**config.mk**
```make
export PLATFORM = sky130hd
export DESIGN_NAME = inst_fetch_queue
export DESIGN_NICKNAME = d
export VERILOG_FILES = /design/src/rtl/inst_fetch_queue.sv
export SDC_FILE = /design/constraint.sdc
export NUM_CORES = 1
export LEC_CHECK = 0
export ABC_AREA = 1
export CAP_MARGIN = 20
export CORE_MARGIN = 2
export CORE_UTILIZATION = 30
export CTS_CLUSTER_DIAMETER = 200
export DETAILED_ROUTE_END_ITERATION = 16
export PLACE_DENSITY_LB_ADDON = 0.12
export SLEW_MARGIN = 15
export SYNTH_ARGS = -nofsm -noshare
export SYNTH_HDL_FRONTEND = slang
export SYNTH_SLANG_ARGS = --single-unit
```
**constraint.sdc**
```tcl
create_clock -name clk -period 16.8 [get_ports clk]
set_input_delay 2.52 -clock clk [delete_from_list [all_inputs] [get_ports clk]]
set_output_delay 2.52 -clock clk [all_outputs]
set_load 0.03 [all_outputs]
```
**src/rtl/inst_fetch_queue.sv**
```systemverilog
// Instruction fetch queue: circular buffer of {pc, inst, excep} between fetch and decode.
// Optional macro IFQ_BYPASS_EN adds a zero-latency wr->rd path when the queue is empty.
module inst_fetch_queue #(
  parameter int DEPTH    = 4,
  parameter int AF_LEVEL = 3,
  parameter int EXC_W    = 32,
  localparam int AW      = $clog2(DEPTH)
) (
  input  logic             clk,
  input  logic             rst,
  input  logic             flush,
  input  logic             wr_valid,
  input  logic [31:0]      wr_pc,
  input  logic [31:0]      wr_inst,
  input  logic [EXC_W-1:0] wr_excep,
  output logic             wr_ready,
  input  logic             rd_ready,
  output logic             rd_valid,
  output logic [31:0]      rd_pc,
  output logic [31:0]      rd_inst,
  output logic [EXC_W-1:0] rd_excep,
  output logic             stall_o,
  output logic [AW:0]      count_o
);

  localparam logic [AW:0] AF = (AW+1)'(AF_LEVEL);

  logic [AW:0]      r_wptr;
  logic [AW:0]      r_rptr;
  logic [31:0]      r_pc   [DEPTH];
  logic [31:0]      r_inst [DEPTH];
  logic [EXC_W-1:0] r_exc  [DEPTH];

  logic             w_empty;
  logic             w_full;
  logic             w_byp;
  logic             w_push;
  logic             w_pop;
  logic [AW:0]      w_count;
  logic [AW-1:0]    w_widx;
  logic [AW-1:0]    w_ridx;

  always_comb begin
    w_widx  = r_wptr[AW-1:0];
    w_ridx  = r_rptr[AW-1:0];
    w_empty = (r_wptr == r_rptr);
    w_full  = (w_widx == w_ridx) &&
              (r_wptr[AW] != r_rptr[AW]);
    w_count = r_wptr - r_rptr;
`ifdef IFQ_BYPASS_EN
    w_byp   = w_empty & wr_valid & ~flush;
`else
    w_byp   = 1'b0;
`endif
  end

  // flush blocks both handshakes so nothing moves in the redirect cycle
  always_comb begin
    wr_ready = ~w_full & ~flush;
    rd_valid = ~flush & (~w_empty | w_byp);
    w_push   = wr_valid & wr_ready &
               ~(w_byp & rd_ready);
    w_pop    = rd_valid & rd_ready & ~w_empty;
    stall_o  = (w_count >= AF);
    count_o  = w_count;
  end

  always_comb begin
    rd_pc    = '0;
    rd_inst  = '0;
    rd_excep = '0;
    if (w_byp) begin
      rd_pc    = wr_pc;
      rd_inst  = wr_inst;
      rd_excep = wr_excep;
    end else if (rd_valid) begin
      rd_pc    = r_pc[w_ridx];
      rd_inst  = r_inst[w_ridx];
      rd_excep = r_exc[w_ridx];
    end
  end

  always_ff @(posedge clk or negedge rst) begin
    if (!rst) begin
      r_wptr <= '0;
      r_rptr <= '0;
    end else if (flush) begin
      r_wptr <= '0;
      r_rptr <= '0;
    end else begin
      if (w_push) r_wptr <= r_wptr + 1'b1;
      if (w_pop)  r_rptr <= r_rptr + 1'b1;
    end
  end

  // entry storage is intentionally not reset; validity comes from the pointers
  always_ff @(posedge clk) begin
    if (w_push) begin
      r_pc[w_widx]   <= wr_pc;
      r_inst[w_widx] <= wr_inst;
      r_exc[w_widx]  <= wr_excep;
    end
  end

endmodule

```
* After elaboration in Yosys (flattened, before gate mapping)
Memories as Yosys holds them, arrays and structs flattened.
Cells that the tools add are included.
** Operators by class
- Add/sub/neg operators :: 3
- $lt $le $gt $ge :: 1
- Equality and inequality tests :: 3
- Muxes and demuxes :: 9
- Bitwise operators :: 8
- Reduce and logical (&&, ||, !) cells :: 3
** Operators by type and width (count)
- 2-to-1 mux 32 bit :: 3
- 2-to-1 mux 3 bit :: 4
- adder 3 x 1 -> 3 bit (second input constant) :: 2
- AND 1 bit :: 5
- nonzero test 2 bit :: 2
- equality test 3 bit :: 1
- greater-or-equal comparator 3 x 2 -> 1 bit (second input constant) :: 1
- inverter 1 bit :: 3
- subtractor 3 bit :: 1
- equality test 2 bit :: 1
- 2-to-1 mux 1 bit :: 2
- logical AND 1 bit :: 1
- inequality test 1 bit :: 1
** Word-level totals
- Register bits :: 6
- Bits in writable memories :: 384
- Input port bits :: 101
- Output and inout port bits :: 102
- Logic and storage cells :: 32
- Memories kept :: 3
** Memories
- r_exc :: depth 4, width 32, rd ports 1, clocked after memory_dff 0, wr ports 1, RTL line 32 : logic [EXC_W-1:0] r_exc [DEPTH];
- r_inst :: depth 4, width 32, rd ports 1, clocked after memory_dff 0, wr ports 1, RTL line 31 : logic [31:0] r_inst [DEPTH];
- r_pc :: depth 4, width 32, rd ports 1, clocked after memory_dff 0, wr ports 1, RTL line 30 : logic [31:0] r_pc [DEPTH];

* Longest topological paths before layout
- Depth in word-level cells :: 7
- Mapped depth :: 11
- Mapped depth without buffers :: 8

* Least setup slack after synthesis
No wires, ideal clock.
- Kind :: input-to-reg
- Start point :: input flush
- End point :: memory r_exc[0][0], enable pin
- Setup time :: 0.552 ns
- Data arrival time :: 6.882 ns
- Required time :: 16.248 ns
- Path slack :: 9.366 ns
- Stages :: 3
- Buffers on the path :: 0
- Path through :: inv_1 nand3_1 nor2_1
** On the way
- Longest elaborated chain between the ends :: 5
** RTL lines
- from (decl) :: RTL line 11 : input logic flush,
- inverter 1 bit :: RTL line 59 : wr_ready = ~w_full & ~flush;
- AND 1 bit :: RTL line 59
- AND 1 bit :: RTL line 61 : w_push = wr_valid & wr_ready &
- 2-to-1 mux 1 bit :: RTL line 98 : if (w_push) begin
- 2-to-1 mux 1 bit (implied by the code) :: RTL line 101 : r_exc[w_widx] <= wr_excep;
- to (decl) :: RTL line 32
No other way between the ends.

* Worst setup path in the final report
- Start point :: input flush
- End point :: output rd_excep[21]
** On the way
- Longest elaborated chain between the ends :: 3
** RTL lines
- inverter 1 bit :: RTL line 60 : rd_valid = ~flush & (~w_empty | w_byp);
- AND 1 bit :: RTL line 60
- 2-to-1 mux 32 bit :: RTL line 76 : end else if (rd_valid) begin
- to (decl) :: RTL line 21 : output logic [EXC_W-1:0] rd_excep,
No other way between the ends.

==> results.toml <==
[sta]
finalSetupViolations = 0
hold_violations = 0
min_period_ns = 7.94
setup-tns-final_ns = 0
rsz0062_at_grt = "no"
relSlewSlack = 0.281
max_freq_mhz = 126
fin_skew_ns = 0.0114
fin_crit_sh = 0.473
worst_pin_slew_ns = 1.08
slew_viol_final = 0

[critical_path]
cpMaxStageDelayCell = "buf_4"
end_kind = "output pin"
r2r-end = "r_exc[2][30]"
worstRegToRegCells = 9
critPathMaxFanout = 61
cp-start-kind = "input port"
slowest_delay_ns = 0.71
cp.arrival_ns = 5.42
path_cells = "clkdlybuf4s50_1 > inv_1 > nand2_4 > buf_4 > a21oi_1 > clkdlybuf4s50_1"
path_common_cell = "clkdlybuf4s50_1"
cp-startpoint = "flush"
worstSetupPathType = "in -> out"
r2r_setup_slack_ns = 12.31
crit_required_ns = 14.28
r2r_start = "r_rptr[1]"

[finish]
multi_input_area_sq_um = 3350
post-route-cell-area_sq_um = 19400
num_antenna_cells = 0
drive_gt1_frac = 0.0802
final_nets = 1496
syn_to_final_growth_pct = 25.5
fillers = 4867
seqCellArea_sq_um = 11700
fin_util = 0.379

[run]
max_cap_violations = 0

[route]
drtIter0Drc = 630
drt-total-wl_microns = 39700
wl_per_cell_microns = 18.9
remaining_drc_errors = 0
ant_nets = 0
firstDrtPassIters = 5
via_per_inst = 4.56
via_count = 9595

[yosys]
synth_cells = 1200
synth.yosys.warnings = 0
syn_area_per_cell_sq_um = 12.9
synth_area_sq_um = 15500
ys_seq_area_frac = 0.755
ys_ff_latch = 390
ys_types = 27
synth_nets = 1309

[power_and_ir_drop]
swShare = 0.303
p_seq_frac = 0.432
power_density_nw_per_um2 = 135
switchingPower_mw = 0.790
p_leak_nw = 6.39
clkPwrFrac = 0.343
combinationalPowerShare = 0.225
peakVddDrop_v = 0.0000669
p_int_mw = 1.82

[floorplan]
die_area_sq_um = 53400
start_util = 0.302
core_area_sq_um = 51200
die_height_microns = 231
die_x_microns = 231
rows = 83
io_pins = 203

[clock_network]
cts_resized = 0
cts_sinks = 390
htreeDepth = 2
clk_latency_ns = 0.56
cts_setup_buffers = 0
clkTransAtPathRegs_ns = 0.05
clockRootBuffer = "clkbuf_16"
cts_buffers = 44
clk_path_buf_depth = 3
ctsHoldBuffers = 0
cts_tree = "yes"

[global_route]
grt_max_degree = 101
grt_usage = 0.149
grt_pass1_wl_microns = 59800
antenna_found_initial = 3
grt_overflow = 0
grt_pass1_vias = 9860

[worst_hold_path]
min_to = "r_wptr[0]"
hold_class = "reg -> reg"
hold_depth = 2
hold_start = "r_wptr[0]"

[outcome]
status = "completed"

[placed_design]
io_buffers = 202
hpwl_microns = 21700
placed_cell_area_sq_um = 18100
gp_congestion = 0.714
[worst max-delay path: cells and delay by family]
family	cells	cell delay (ns)
AOI/OAI and AO/OA	1	0.13
and+or+nand+nor	1	0.62
buffers and inverters	4	2.06
[metrics by stage]
step | setup slack, ns | hold slack, ns | power, mW | instances
finish | 8.86 | 0.578 | 2.61 | 2102
global route | 8.66 | 0.607 | 2.74 | 2102
detailed placement | 8.85 | 0.559 | 1.75 | 2021
floorplan | 9.37 | 0.525 | 1.52 | 1200
global placement | 8.96 | 0.576 | 1.75 | 2021
CTS | 8.84 | 0.574 | 2.66 | 2102
[cell type report]
cell class	count	share of cell area
sequential	390	0.602
clock inverter	25	0.00857
multi-input combinational	719	0.172
timing repair buffer	216	0.110
clock buffer	56	0.0601
inverter	16	0.00348
tap	680	0.0438
[routing by layer]
metal / share of wire / GRT usage / wire length, microns / vias up
met3: 0.048 / 0.0347 / 1890 / 50
met1: 0.45 / 0.197 / 18000 / 4717
met2: 0.48 / 0.247 / 19200 / 184
met4: 0.016 / 0.0367 / 651 / 6
met5: 0.0012 / 0 / 46 / -
li1: - / - / - / 4638
[registers in the layout, indices dropped and copies added, names as in the netlist]
name	flops
r_exc	128
r_inst	128
r_pc	128
r_rptr	3
r_wptr	3
[power groups by stage]
stage	clock network [mW]	logic [mW]	registers [mW]
2_1_floorplan	0	0.388	1.14
3_3_place_gp	0	0.601	1.15
3_5_place_dp	0	0.600	1.15
4_1_cts	0.924	0.602	1.13
5_1_grt	0.962	0.644	1.13
6_report	0.895	0.587	1.13
[cell usage after synthesis (all sizes together)]
library cell | number | area, sq um
nor2 | 388 | 1460
edfxtp | 384 | 11500
o21ai | 192 | 961
a21oi | 97 | 598
buf | 48 | 300
clkbuf | 27 | 115
inv | 15 | 56.3
nand2 | 15 | 68.8
nand3 | 12 | 72.6
ha | 7 | 87.6
dfrtp | 6 | 150
nand4 | 4 | 25.0
xor2 | 2 | 17.5
clkinv | 1 | 5.00
fa | 1 | 20.0
xnor2 | 1 | 8.76
[cells in the final DEF (no fill, tap or decap), types with 14 or more instances in the layout]
cell,count
a21oi_2,30
o21ai_0,83
o21ai_1,109
edfxtp_1,384
clkdlybuf4s50_1,202
clkbuf_16,45
nor2_1,384
a21oi_1,67
buf_4,14
[worst max-delay path by stage]
stage | cells past startpoint | slack [ns] | to
2_1_floorplan | 3 | 9.37 | r_exc[0][0]
3_3_place_gp | 6 | 8.96 | rd_inst[7]
3_5_place_dp | 6 | 8.85 | rd_excep[26]
4_1_cts | 6 | 8.84 | rd_excep[21]
5_1_grt | 6 | 8.66 | rd_excep[10]
6_report | 6 | 8.86 | rd_excep[21]
[kinds of logic (layout without fill, tap and decap cells)]
family / count (synthesis) / after routing / share of synthesized area
fa+ha+maj: 8 / 8 / 0.00695
compound gates: 289 / 289 / 0.101
simple gates: 419 / 419 / 0.105
flops: 390 / 390 / 0.755
buf+inv: 91 / 313 / 0.0308
xor+xnor: 3 / 3 / 0.00170
No activity file was read; power rests on OpenSTA's default activity.
